**src/rtl/keccak_nf_pkg.sv**
```systemverilog
// rtl/keccak_nf_pkg.sv - shared types and constants for the masked Keccak-f[200] round controller
package keccak_nf_pkg;

  typedef enum logic [2:0] {
    IDLE = 3'd0,
    LOAD = 3'd1,
    CF   = 3'd2,
    UPD  = 3'd3,
    DONE = 3'd4
  } state_t;

  localparam int LANE_W   = 8;
  localparam int N_SHARES = 3;
  localparam int NR_MAX   = 18;

  // Iota constants of Keccak-f[1600] truncated to the 8-bit lane
  localparam logic [LANE_W-1:0] KECCAK200_RC [0:NR_MAX-1] = '{
    8'h01, 8'h82, 8'h8A, 8'h00, 8'h8B, 8'h01, 8'h81, 8'h09, 8'h8A,
    8'h88, 8'h09, 8'h0A, 8'h8B, 8'h8B, 8'h89, 8'h03, 8'h02, 8'h80
  };

endpackage

```
**src/rtl/keccak_nf_rc_rom.sv**
```systemverilog
// rtl/keccak_nf_rc_rom.sv - round index to iota constant lookup, forced to zero when not enabled
module keccak_nf_rc_rom
  import keccak_nf_pkg::*;
(
  input  logic              i_en,
  input  logic [4:0]        i_round,
  output logic [LANE_W-1:0] o_rc
);

  always_comb begin
    o_rc = '0;
    if (i_en && (i_round < 5'(NR_MAX))) begin
      o_rc = KECCAK200_RC[i_round];
    end
  end

endmodule

```
**src/rtl/keccak_nf_round_ctrl.sv**
```systemverilog
// rtl/keccak_nf_round_ctrl.sv - load / chi-register / state-update sequencer for the NullFresh Keccak-f[200] core
module keccak_nf_round_ctrl
  import keccak_nf_pkg::*;
#(
  parameter int NR = 18,
  parameter int W  = 8
) (
  input  logic         clk,
  input  logic         rst_n,
  input  logic         start_i,
  output logic         ready_o,
  output logic         load_en_o,
  output logic         cf_en_o,
  output logic         st_en_o,
  output logic [W-1:0] rc_o,
  output logic [4:0]   round_o,
  output logic         last_o,
  output logic         done_o
);

  if (W != LANE_W) begin : g_bad_w
    $error("keccak_nf_round_ctrl: W must be 8");
  end
  if ((NR < 1) || (NR > NR_MAX)) begin : g_bad_nr
    $error("keccak_nf_round_ctrl: NR must be 1..18");
  end

  state_t     r_state;
  state_t     w_next;
  logic [4:0] r_round;
  logic       w_last_round;

  assign w_last_round = (r_round == 5'(NR - 1));

  always_ff @(posedge clk or negedge rst_n) begin
    if (!rst_n) begin
      r_state <= IDLE;
      r_round <= '0;
    end else begin
      r_state <= w_next;
      // Cleared on LOAD entry so round_o already reads 0 while LOAD is active
      if ((r_state == IDLE) && start_i) begin
        r_round <= '0;
      end else if ((r_state == UPD) && !w_last_round) begin
        r_round <= r_round + 5'd1;
      end
    end
  end

  // Enables decode only from r_state, so they are one-hot by construction
  always_comb begin
    w_next    = r_state;
    ready_o   = 1'b0;
    load_en_o = 1'b0;
    cf_en_o   = 1'b0;
    st_en_o   = 1'b0;
    done_o    = 1'b0;
    case (r_state)
      IDLE: begin
        ready_o = 1'b1;
        if (start_i) w_next = LOAD;
      end
      LOAD: begin
        load_en_o = 1'b1;
        w_next    = CF;
      end
      CF: begin
        cf_en_o = 1'b1;
        w_next  = UPD;
      end
      UPD: begin
        st_en_o = 1'b1;
        w_next  = w_last_round ? DONE : CF;
      end
      DONE: begin
        done_o = 1'b1;
        w_next = IDLE;
      end
      default: w_next = IDLE;
    endcase
  end

  assign round_o = r_round;
  assign last_o  = st_en_o && w_last_round;

  keccak_nf_rc_rom u_rc_rom (
    .i_en    (st_en_o),
    .i_round (r_round),
    .o_rc    (rc_o)
  );

endmodule
```
**config.mk**
```make
export PLATFORM = sky130hd
export DESIGN_NAME = keccak_nf_round_ctrl
export DESIGN_NICKNAME = d
export VERILOG_FILES = /design/src/rtl/keccak_nf_pkg.sv /design/src/rtl/keccak_nf_rc_rom.sv /design/src/rtl/keccak_nf_round_ctrl.sv
export SDC_FILE = /design/constraint.sdc
export NUM_CORES = 1
export LEC_CHECK = 0
export CORE_MARGIN = 4
export CORE_UTILIZATION = 46
export DETAILED_ROUTE_END_ITERATION = 8
export HOLD_SLACK_MARGIN = 0.05
export PLACE_DENSITY = 0.78
export RECOVER_POWER = 50
export SYNTH_ARGS = -nofsm -noshare
export SYNTH_HDL_FRONTEND = slang
export SYNTH_HIERARCHICAL = 1
export SYNTH_SLANG_ARGS = --single-unit
```
**constraint.sdc**
```tcl
create_clock -name clk -period 1.9 [get_ports clk]
set_clock_uncertainty 0.1 [all_clocks]
set_input_delay 0.19 -clock clk [delete_from_list [all_inputs] [get_ports clk]]
set_output_delay 0.19 -clock clk [all_outputs]
set_load 0.1 [all_outputs]
```
==> results of run 1 <==
==> registers in the layout, indices dropped and copies added (netlist names) <==
| name | count |
|---|---|
| r_state | 3 |
| round_o | 5 |
==> Yosys cell counts, drive strengths merged (2+ instances only) <==
library cell and instances:
a211oi 3, nand2 5, mux2i 4, inv 4, nor2 5, buf 8
a21oi 3, nand3 2, dfrtp 8, nor3 3, nor3b 4, nor2b 2
nand4 2, o31ai 3, nand2b 2, ha 6
==> metal layers <==
metal	share of wire (%)	vias to the layer above	track usage (%)
li1	-	322	-
met1	37	362	29.9
met2	52	37	38.3
met3	8.5	8	5.90
met4	2.4	0	7.53
met5	0	-	0
==> metrics by stage <==
| step | hold slack, ns | cells | cell area (µm²) |
|---|---|---|---|
| floorplan | -0.206 | 80 | 891 |
| global placement | 0.389 | 112 | 1210 |
| detailed placement | 0.390 | 112 | 1210 |
| CTS | 0.115 | 119 | 1300 |
| global route | 0.203 | 119 | 1300 |
| finish | 0.182 | 119 | 1300 |
==> layout make-up <==
type | count | area [µm²] | share of cell area [%]
Clock buffer | 3 | 22.5 | 1.73
Inverter | 4 | 21.3 | 1.64
Multi-Input combinational cell | 60 | 632 | 48.7
Sequential cell | 8 | 211 | 16.3
Tap cell | 16 | 20.0 | 1.54
Timing Repair Buffer | 28 | 392 | 30.2
==> logic make-up (layout without fill, tap and decap cells) <==
group | Yosys count | after routing | share of synthesized area, %
multiplexers | 5 | 5 | 7.37
AND/OR/NAND/NOR | 30 | 30 | 26.3
XOR/XNOR | 1 | 1 | 1.17
other | 1 | 4 | 0.502
flip-flops | 8 | 8 | 26.8
AO/OA/AOI/OAI | 14 | 14 | 16.6
adder cells (fa/ha/maj) | 6 | 6 | 10.0
buffers and inverters | 12 | 35 | 11.2
==> path summary, 6_finish.rpt <==
check,from,slack (ns),endpoint,cells after the start
min reg2reg,r_state[2]$_DFFE_PN0P_,0.53,r_state[2]$_DFFE_PN0P_,2
max,round_o[0]$_DFFE_PN0P_,-0.22,rc_o[3],5
min in group clk,start_i,0.50,r_state[0]$_DFFE_PN0P_,3
max reg2reg,round_o[1]$_DFFE_PN0P_,-0.08,round_o[1]$_DFFE_PN0P_,8
max in group asynchronous,rst_n,1.20,round_o[1]$_DFFE_PN0P_,1
min,rst_n,0.18,round_o[4]$_DFFE_PN0P_,1
==> what timing repair did <==
action | 4_1_cts | 5_1_grt
setup endpoints to repair | 5 | 6
hold buffers | 0 | 0
gates resized for setup | 6 | 5
pin swaps | 5 | 1
setup buffers | 4 | 0
==> out/metrics.csv, run 1 <==
stage,metric,value,unit
status,status,finished with violations,
status,violations,negative setup slack,
setup_path,slowest_stage,dfrtp_4,
final_layout,fin_nets,114,
final_layout,post-route-util,85.2,%
synth,yosysTopAreaCellShare,26.8,%
drt,drcViolationCount,0,
timing,fin_crit,2.12,ns
setup_path,path_max_fanout,4,
drt,ant_nets,0,
final_layout,layout-drive-gt1-share,60.2,%
setup_path,cp-start-kind,flip-flop,
clocking,cts-htree-levels,1,
drt,dr.first_iter.drc_count,41,
clocking,numCtsBuffers,3,
timing,fmax,0.471,GHz
timing,hold_viol_final,0,
setup_path,crit_arrival,1.83,ns
synth,ys_seq_area_share,26.8,%
timing,rsz0062_at_grt,true,
global_route,grt_use_total,23.4,%
global_route,overflow,0,
synth,ys.flop_type,dfrtp_1,
place,dpl.hpwl,1580,µm
synth,synth.area.top_cells,"dfrtp_1 (27%), ha_1 (10%), mux2i_1 (5.4%), buf_6 (4.5%), buf_4 (4.0%)",
final_layout,final_cell_mix,"buf_12 (14), buf_4 (8), nand2_1 (4), mux2i_1 (4), conb_1 (4)",
synth,yosysWarnings,6,
floorplanning,rows,14,
synth,yosys_register_bits,8,
synth,synthCells,77,
drt,dr.pass1.iters,4,
global_route,grt_pass1_wl,3670,µm
floorplanning,pin_count,22,
place,place_congestion,0.743,
clocking,clk_transition_reported_paths,0.05,ns
floorplanning,fp.dieW,48.3,µm
setup_path,cp.buffers_inverters,2,
clocking,clockBufferDepth,2,
place,place_ws,-0.0108,ns
drt,via_count,729,
setup_path,slowest_delay,0.50,ns
clocking,cts_tree,built,
synth,synth.avg_cell_area,9.70,µm²
synth,synth_top_cell_by_area,dfrtp_1,
clocking,cts.sinks,8,
setup_path,crit_required,1.61,ns
clocking,insertion_delay,0.26,ns
setup_path,cp_cell_sequence,inv_4 -> ha_4 -> mux2_4 -> a211oi_4 -> buf_12,
timing,worst_pin_slew,0.580,ns
floorplanning,die_area,0.00233,mm²
drt,wl_per_cell,18.9,µm
timing,finalSetupTns,-0.991,ns
drt,viasPerCell,6.13,
global_route,antenna_found_initial,0,
synth,synth-async-reset-ratio,100,%
timing,setup_slack,-0.222,ns
timing,finalCritPeriodShare,112,%
setup_path,path_delay_family,flip-flops,
setup_path,crit_type,reg -> out,
timing,finalSetupViolCount,7,
floorplanning,core-area,0.00152,mm²
flow_run,max_cap_viol_count,0,
global_route,first_global_vias,724,
timing,drv_slew,0,
hold_path,hp-class,in -> async,
drt,wl,2250,µm
floorplanning,initial_utilization,49.0,%
floorplanning,die_h,48.3,µm
clocking,cts-root-buf,clkbuf_4,
setup_path,worstSetupEndpointType,primary output,
global_route,grt_max_degree,17,
place,io_buffers,17,
synth,syn_area,747,µm²
final_layout,area_delta_synth_final,73.9,%
synth,synth_edf_count,0,
synth,synth_cell_types,34,
final_layout,fillers,67,
final_layout,layout.cells.most_common,buf_12,
final_layout,diodes,0,
timing,relSlewSlack,61.3,%
Power of run 1 is left out: the tool's default activity adds up to more than one toggle a clock period on the data nets, which glitch-free logic cannot reach.
==> inputs of run 2 (changes only) <==
--- a/config.mk
+++ b/config.mk
@@ -6,10 +6,10 @@
 export NUM_CORES = 1
 export LEC_CHECK = 0
 export CORE_MARGIN = 4
-export CORE_UTILIZATION = 46
+export CORE_UTILIZATION = 49
 export DETAILED_ROUTE_END_ITERATION = 8
 export HOLD_SLACK_MARGIN = 0.05
-export PLACE_DENSITY = 0.78
+export PLACE_DENSITY = 0.82
 export RECOVER_POWER = 50
 export SYNTH_ARGS = -nofsm -noshare
 export SYNTH_HDL_FRONTEND = slang
==> constraint.sdc (replaced) <==
create_clock -name clk -period 2.5 [get_ports clk]
set_clock_uncertainty 0.1 [all_clocks]
set_input_delay 0.25 -clock clk [delete_from_list [all_inputs] [get_ports clk]]
set_output_delay 0.25 -clock clk [all_outputs]
set_load 0.1 [all_outputs]
==> run 2 against run 1 <==
Highest routed layer is now met3. Hold slack better by 0.055 ns. Final cell count fell by 10%. Sequential share of layout area grew 5.0 points. Global-route usage is 6.7 points lower. Die area is 5.1% lower. Wire length down 27%. Critical path depth grew 1. Design area decreased by 24%. Critical endpoint is now rc_o[7]. Setup slack better by 0.43 ns. The flow now finishes without violations.
==> out/metrics.csv, run 2 (synthesized netlist as in run 1, its figures left out) <==
stage,metric,value,unit,change
status,status,"finished, final reports clean",,was finished with violations
setup_path,crit_type,reg -> out,,unchanged
drt,ant_nets,0,,unchanged
drt,dr.first_iter.drc_count,5,,was 41
global_route,grt_use_total,16.6,%,was 23.4%
clocking,ctsHoldBuffers,0,,unchanged
setup_path,slowest_stage,dfrtp_4,,unchanged
global_route,grt_max_degree,17,,unchanged
timing,drv_slew,0,,unchanged
timing,finalSetupViolCount,0,,was 7
clocking,cts-root-buf,clkbuf_4,,unchanged
timing,fmax,0.436,GHz,
final_layout,design_area,986,µm²,was 0.00130 mm²
final_layout,layout.cells.most_common,buf_4,,was buf_12
final_layout,final_cell_mix,"buf_4 (7), buf_12 (5)",,"was buf_12 (14), buf_4 (8), nand2_1 (4), mux2i_1 (4), conb_1 (4)"
setup_path,cp-startpoint,round_o[0]$_DFFE_PN0P_,,unchanged
hold_path,hp-class,in -> async,,unchanged
clocking,insertion_delay,0.25,ns,was 0.26 ns
clocking,cts-htree-levels,1,,unchanged
global_route,grt_pass1_wl,2620,µm,was 3670 µm
setup_path,path_max_fanout,10,,was 4
floorplanning,core-area,0.00137,mm²,was 0.00152 mm²
drt,via_count,601,,was 729
floorplanning,initial_utilization,54.7,%,was 49.0%
clocking,cts_resized,0,,was 6
place,place_congestion,0.758,,was 0.743
floorplanning,die_h,47.0,µm,was 48.3 µm
setup_path,worstSetupEndpointType,primary output,,unchanged
setup_path,crit_required,2.15,ns,was 1.61 ns
setup_path,r2r_start,round_o[1]$_DFFE_PN0P_,,unchanged
final_layout,regArea,210,µm²,was 211 µm²
setup_path,cp.buffers_inverters,2,,unchanged
final_layout,diodes,0,,unchanged
clocking,cts_setup_buffers,0,,was 4
timing,rsz0062_at_grt,false,,was true
clocking,numCtsBuffers,3,,unchanged
global_route,first_global_vias,559,,was 724
clocking,cts_tree,built,,unchanged
drt,viasPerCell,5.62,,was 6.13
final_layout,fin_nets,103,,was 114
floorplanning,pin_count,22,,unchanged
drt,wl_per_cell,15.4,µm,was 18.9 µm
place,dpl.hpwl,1290,µm,was 1580 µm
timing,relSlewSlack,22.4,%,was 61.3%
setup_path,crit_arrival,1.94,ns,was 1.83 ns
setup_path,slowest_delay,0.54,ns,was 0.50 ns
floorplanning,fp.dieW,47.0,µm,was 48.3 µm
drt,dr.pass1.iters,4,,unchanged
timing,fin_crit,2.29,ns,
drt,wl,1650,µm,was 2250 µm
clocking,clk_transition_reported_paths,0.06,ns,was 0.05 ns
floorplanning,die_area,0.00221,mm²,was 0.00233 mm²
global_route,antenna_found_initial,0,,unchanged
place,io_buffers,17,,unchanged
clocking,cts.sinks,8,,unchanged
timing,whs,0.237,ns,was 0.182 ns
drt,drcViolationCount,0,,unchanged
floorplanning,rows,13,,was 14
final_layout,multi_input_area,529,µm²,was 632 µm²
setup_path,cp_cell_sequence,inv_4 -> ha_2 -> nor2_1 -> a211o_1 -> a211oi_4 -> buf_12,,was inv_4 -> ha_4 -> mux2_4 -> a211oi_4 -> buf_12
place,place_ws,0.483,ns,was -0.0108 ns
global_route,overflow,0,,unchanged
setup_path,cp-start-kind,flip-flop,,unchanged
final_layout,layout-drive-gt1-share,39.1,%,was 60.2%
final_layout,area_delta_synth_final,32.0,%,was 73.9%
final_layout,largest_reg_flops,5,,unchanged
timing,setup_slack,0.206,ns,was -0.222 ns
timing,finalCritPeriodShare,91.8,%,
timing,hold_viol_final,0,,unchanged
final_layout,fillers,106,,was 67
clocking,clockBufferDepth,2,,unchanged
place,placed_area,978,µm²,was 0.00121 mm²
timing,worst_pin_slew,1.17,ns,was 0.580 ns
setup_path,path_delay_family,compound AO/OA/AOI/OAI gates,,was flip-flops
flow_run,max_cap_viol_count,0,,unchanged
## run 2: metal layers
layer  share of wire, %  track usage (%)
met1                 47             21.7
met3                4.2             3.83
met5                  0                0
met2                 49             28.2
met4                  0             3.31
## run 2: worst register-to-register path, delay by kind of cell (launching register included)
family	cells	cell delay (ns)
adder cells (fa/ha/maj)	1	0.16
buffers and inverters	1	0.09
flip-flops	1	0.55
multiplexers	1	0.19
AND/OR/NAND/NOR	2	0.43
## run 2: metrics by stage
stage	utilization, %	setup TNS (ns)	instances
after detailed placement	71.6	0	104
after CTS	73.3	0	107
after floorplan	-	-1.66	80
after global routing	72.2	0	107
final	72.2	0	107
after global placement	71.6	0	104
## run 2: cell type report
class | count | area share, %
multi-input combinational | 60 | 53.7
tap | 15 | 1.90
sequential | 8 | 21.3
timing repair buffer | 17 | 18.7
inverter | 4 | 2.16
clock buffer | 3 | 2.28
## run 2: path summary, 6_finish.rpt
| check | end | slack (ns) | depth (start not counted) |
|---|---|---|---|
| worst min register to register | r_state[0]$_DFFE_PN0P_ | 0.51 | 1 |
| worst max-delay path | rc_o[7] | 0.21 | 6 |
| worst max register to register | round_o[2]$_DFFE_PN0P_ | 0.87 | 5 |
| worst min-delay path | round_o[1]$_DFFE_PN0P_ | 0.24 | 1 |
| min in group clk | r_state[0]$_DFFE_PN0P_ | 0.49 | 3 |
| max in group asynchronous | round_o[3]$_DFFE_PN0P_ | 1.77 | 1 |
Power of run 2 is left out for the same reason.
==> inputs of run 3 (changes only) <==
--- a/config.mk
+++ b/config.mk
@@ -6,11 +6,12 @@
 export NUM_CORES = 1
 export LEC_CHECK = 0
 export CORE_MARGIN = 4
-export CORE_UTILIZATION = 49
+export CORE_UTILIZATION = 45
 export DETAILED_ROUTE_END_ITERATION = 8
 export HOLD_SLACK_MARGIN = 0.05
-export PLACE_DENSITY = 0.82
+export PLACE_DENSITY = 0.77
 export RECOVER_POWER = 50
+export REMOVE_ABC_BUFFERS = 1
 export SYNTH_ARGS = -nofsm -noshare
 export SYNTH_HDL_FRONTEND = slang
 export SYNTH_HIERARCHICAL = 1
==> run 3 against run 2 <==
Sequential cell count stayed put. Count of clock-buffer cells in the layout stayed put. Critical endpoint is now rc_o[1]. Register-to-register slack better by 0.07 ns. Hold slack better by 0.0058 ns. Maximum frequency is 1.9% lower.
==> out/metrics.csv, run 3 (synthesized netlist as in run 1, its figures left out) <==
stage,metric,value,unit,change
setup_path,r2r_start,r_state[1]$_DFFE_PN0P_,,was round_o[1]$_DFFE_PN0P_
final_layout,layout.cells.most_common,buf_4,,unchanged
floorplanning,initial_utilization,48.5,%,was 54.7%
floorplanning,pin_count,22,,unchanged
global_route,grt_pass1_wl,2490,µm,was 2620 µm
timing,finalSetupViolCount,0,,unchanged
floorplanning,die_area,0.00238,mm²,was 0.00221 mm²
clocking,clockBufferDepth,2,,unchanged
drt,dr.first_iter.drc_count,4,,was 5
global_route,grt_use_total,13.0,%,was 16.6%
timing,hold_viol_final,0,,unchanged
floorplanning,core-area,0.00154,mm²,was 0.00137 mm²
setup_path,worstSetupEndpointType,primary output,,unchanged
place,place_congestion,0.815,,was 0.758
drt,wl,1480,µm,was 1650 µm
drt,wl_per_cell,13.6,µm,was 15.4 µm
global_route,grt_max_degree,17,,unchanged
floorplanning,fp.dieW,48.7,µm,was 47.0 µm
drt,drcViolationCount,0,,unchanged
timing,fin_crit,2.34,ns,was 2.29 ns
floorplanning,die_h,48.7,µm,was 47.0 µm
clocking,ctsHoldBuffers,0,,unchanged
clocking,cts_tree,built,,unchanged
setup_path,cp-startpoint,round_o[1]$_DFFE_PN0P_,,was round_o[0]$_DFFE_PN0P_
final_layout,fin_nets,104,,was 103
clocking,cts_resized,0,,unchanged
place,io_buffers,17,,unchanged
clocking,numCtsBuffers,3,,unchanged
timing,relSlewSlack,22.0,%,was 22.4%
final_layout,layout-drive-gt1-share,26.9,%,was 39.1%
global_route,antenna_found_initial,0,,unchanged
place,dp.cells,106,,was 104
timing,finalCritPeriodShare,93.5,%,was 91.8%
global_route,overflow,0,,unchanged
setup_path,crit_type,reg -> out,,unchanged
final_layout,final_cell_mix,"buf_4 (9), dfrtp_1 (7), ha_1 (6)",,"was buf_4 (7), buf_12 (5)"
drt,dr.pass1.iters,4,,unchanged
final_layout,layoutNonFillerInstCount,109,,was 107
hold_path,hp-class,in -> async,,unchanged
final_layout,largest_reg_flops,5,,unchanged
setup_path,crit_arrival,1.99,ns,was 1.94 ns
clocking,cts.sinks,8,,unchanged
timing,fmax,0.428,GHz,was 0.436 GHz
clocking,insertion_delay,0.25,ns,about the same
timing,rsz0062_at_grt,false,,unchanged
clocking,cts-root-buf,clkbuf_4,,unchanged
setup_path,crit_required,2.15,ns,about the same
global_route,first_global_vias,570,,was 559
final_layout,area_delta_synth_final,23.8,%,was 32.0%
timing,drv_slew,0,,unchanged
setup_path,path_max_fanout,10,,unchanged
drt,via_count,611,,was 601
final_layout,diodes,0,,unchanged
clocking,cts-htree-levels,1,,unchanged
drt,ant_nets,0,,unchanged
setup_path,cp-start-kind,flip-flop,,unchanged
drt,viasPerCell,5.61,,was 5.62
status,status,"finished, final reports clean",,unchanged
flow_run,max_cap_viol_count,0,,unchanged
place,dpl.hpwl,1120,µm,was 1290 µm
floorplanning,rows,14,,was 13
clocking,clk_transition_reported_paths,0.06,ns,about the same
timing,worst_pin_slew,1.17,ns,about the same
clocking,cts_setup_buffers,0,,unchanged
[run 3: changes by cell type in the layout (fill, tap and decap cells not counted), moves of 2 or more]
| cell | delta |
|---|---|
| a211oi_4 | -3 |
| inv_1 | +3 |
| ha_1 | +2 |
| buf_4 | +2 |
| a211oi_2 | +2 |
| dfrtp_1 | +3 |
| dfrtp_4 | -2 |
[run 3: worst paths after layout]
kind / end / slack (ns) / cells past startpoint
setup / recovery: rc_o[1] / 0.16 / 6
hold reg to reg: r_state[0]$_DFFE_PN0P_ / 0.46 / 1
max in group asynchronous: round_o[1]$_DFFE_PN0P_ / 1.77 / 1
setup reg to reg: round_o[2]$_DFFE_PN0P_ / 0.94 / 3
min in group clk: r_state[0]$_DFFE_PN0P_ / 0.46 / 1
hold / removal: r_state[1]$_DFFE_PN0P_ / 0.24 / 1
[run 3: metrics by stage]
step | worst slack, ns | TNS [ns] | cell area [µm²] | util [%] | hold WS (ns)
final | 0.162 | 0 | 925 | 60.0 | 0.243
after global routing | 0.0780 | 0 | 925 | 60.0 | 0.260
after CTS | 0.0567 | 0 | 935 | 60.6 | 0.184
after detailed placement | 0.332 | 0 | 912 | 59.2 | 0.461
after global placement | 0.406 | 0 | 912 | 59.2 | 0.459
after floorplan | -2.01 | -7.85 | 689 | - | -0.146
[run 3: per-layer routing]
metal	share of wire (%)	track usage, %	up-vias
li1	-	-	303
met1	45	15.3	278
met2	45	20.9	25
met3	8.2	3.37	5
met4	2.3	7.62	0
met5	0	0	-
[run 3: area by class of cell]
| type | count | area (µm²) |
|---|---|---|
| flip-flops and latches | 8 | 201 |
| fillers | 132 | 617 |
| multi-input cells | 60 | 470 |
| clock buffers | 3 | 22.5 |
| repair buffers | 18 | 195 |
| well taps | 16 | 20.0 |
| inverters | 4 | 15.0 |
[run 3: worst max-delay path: stages (launching register included)]
cell and delay, ns:
dfrtp_2 0.47, inv_1 0.07, ha_1 0.32, xor2_1 0.19
o31ai_1 0.08, a211oi_1 0.38, buf_12 0.23
Power of run 3 is left out for the same reason.
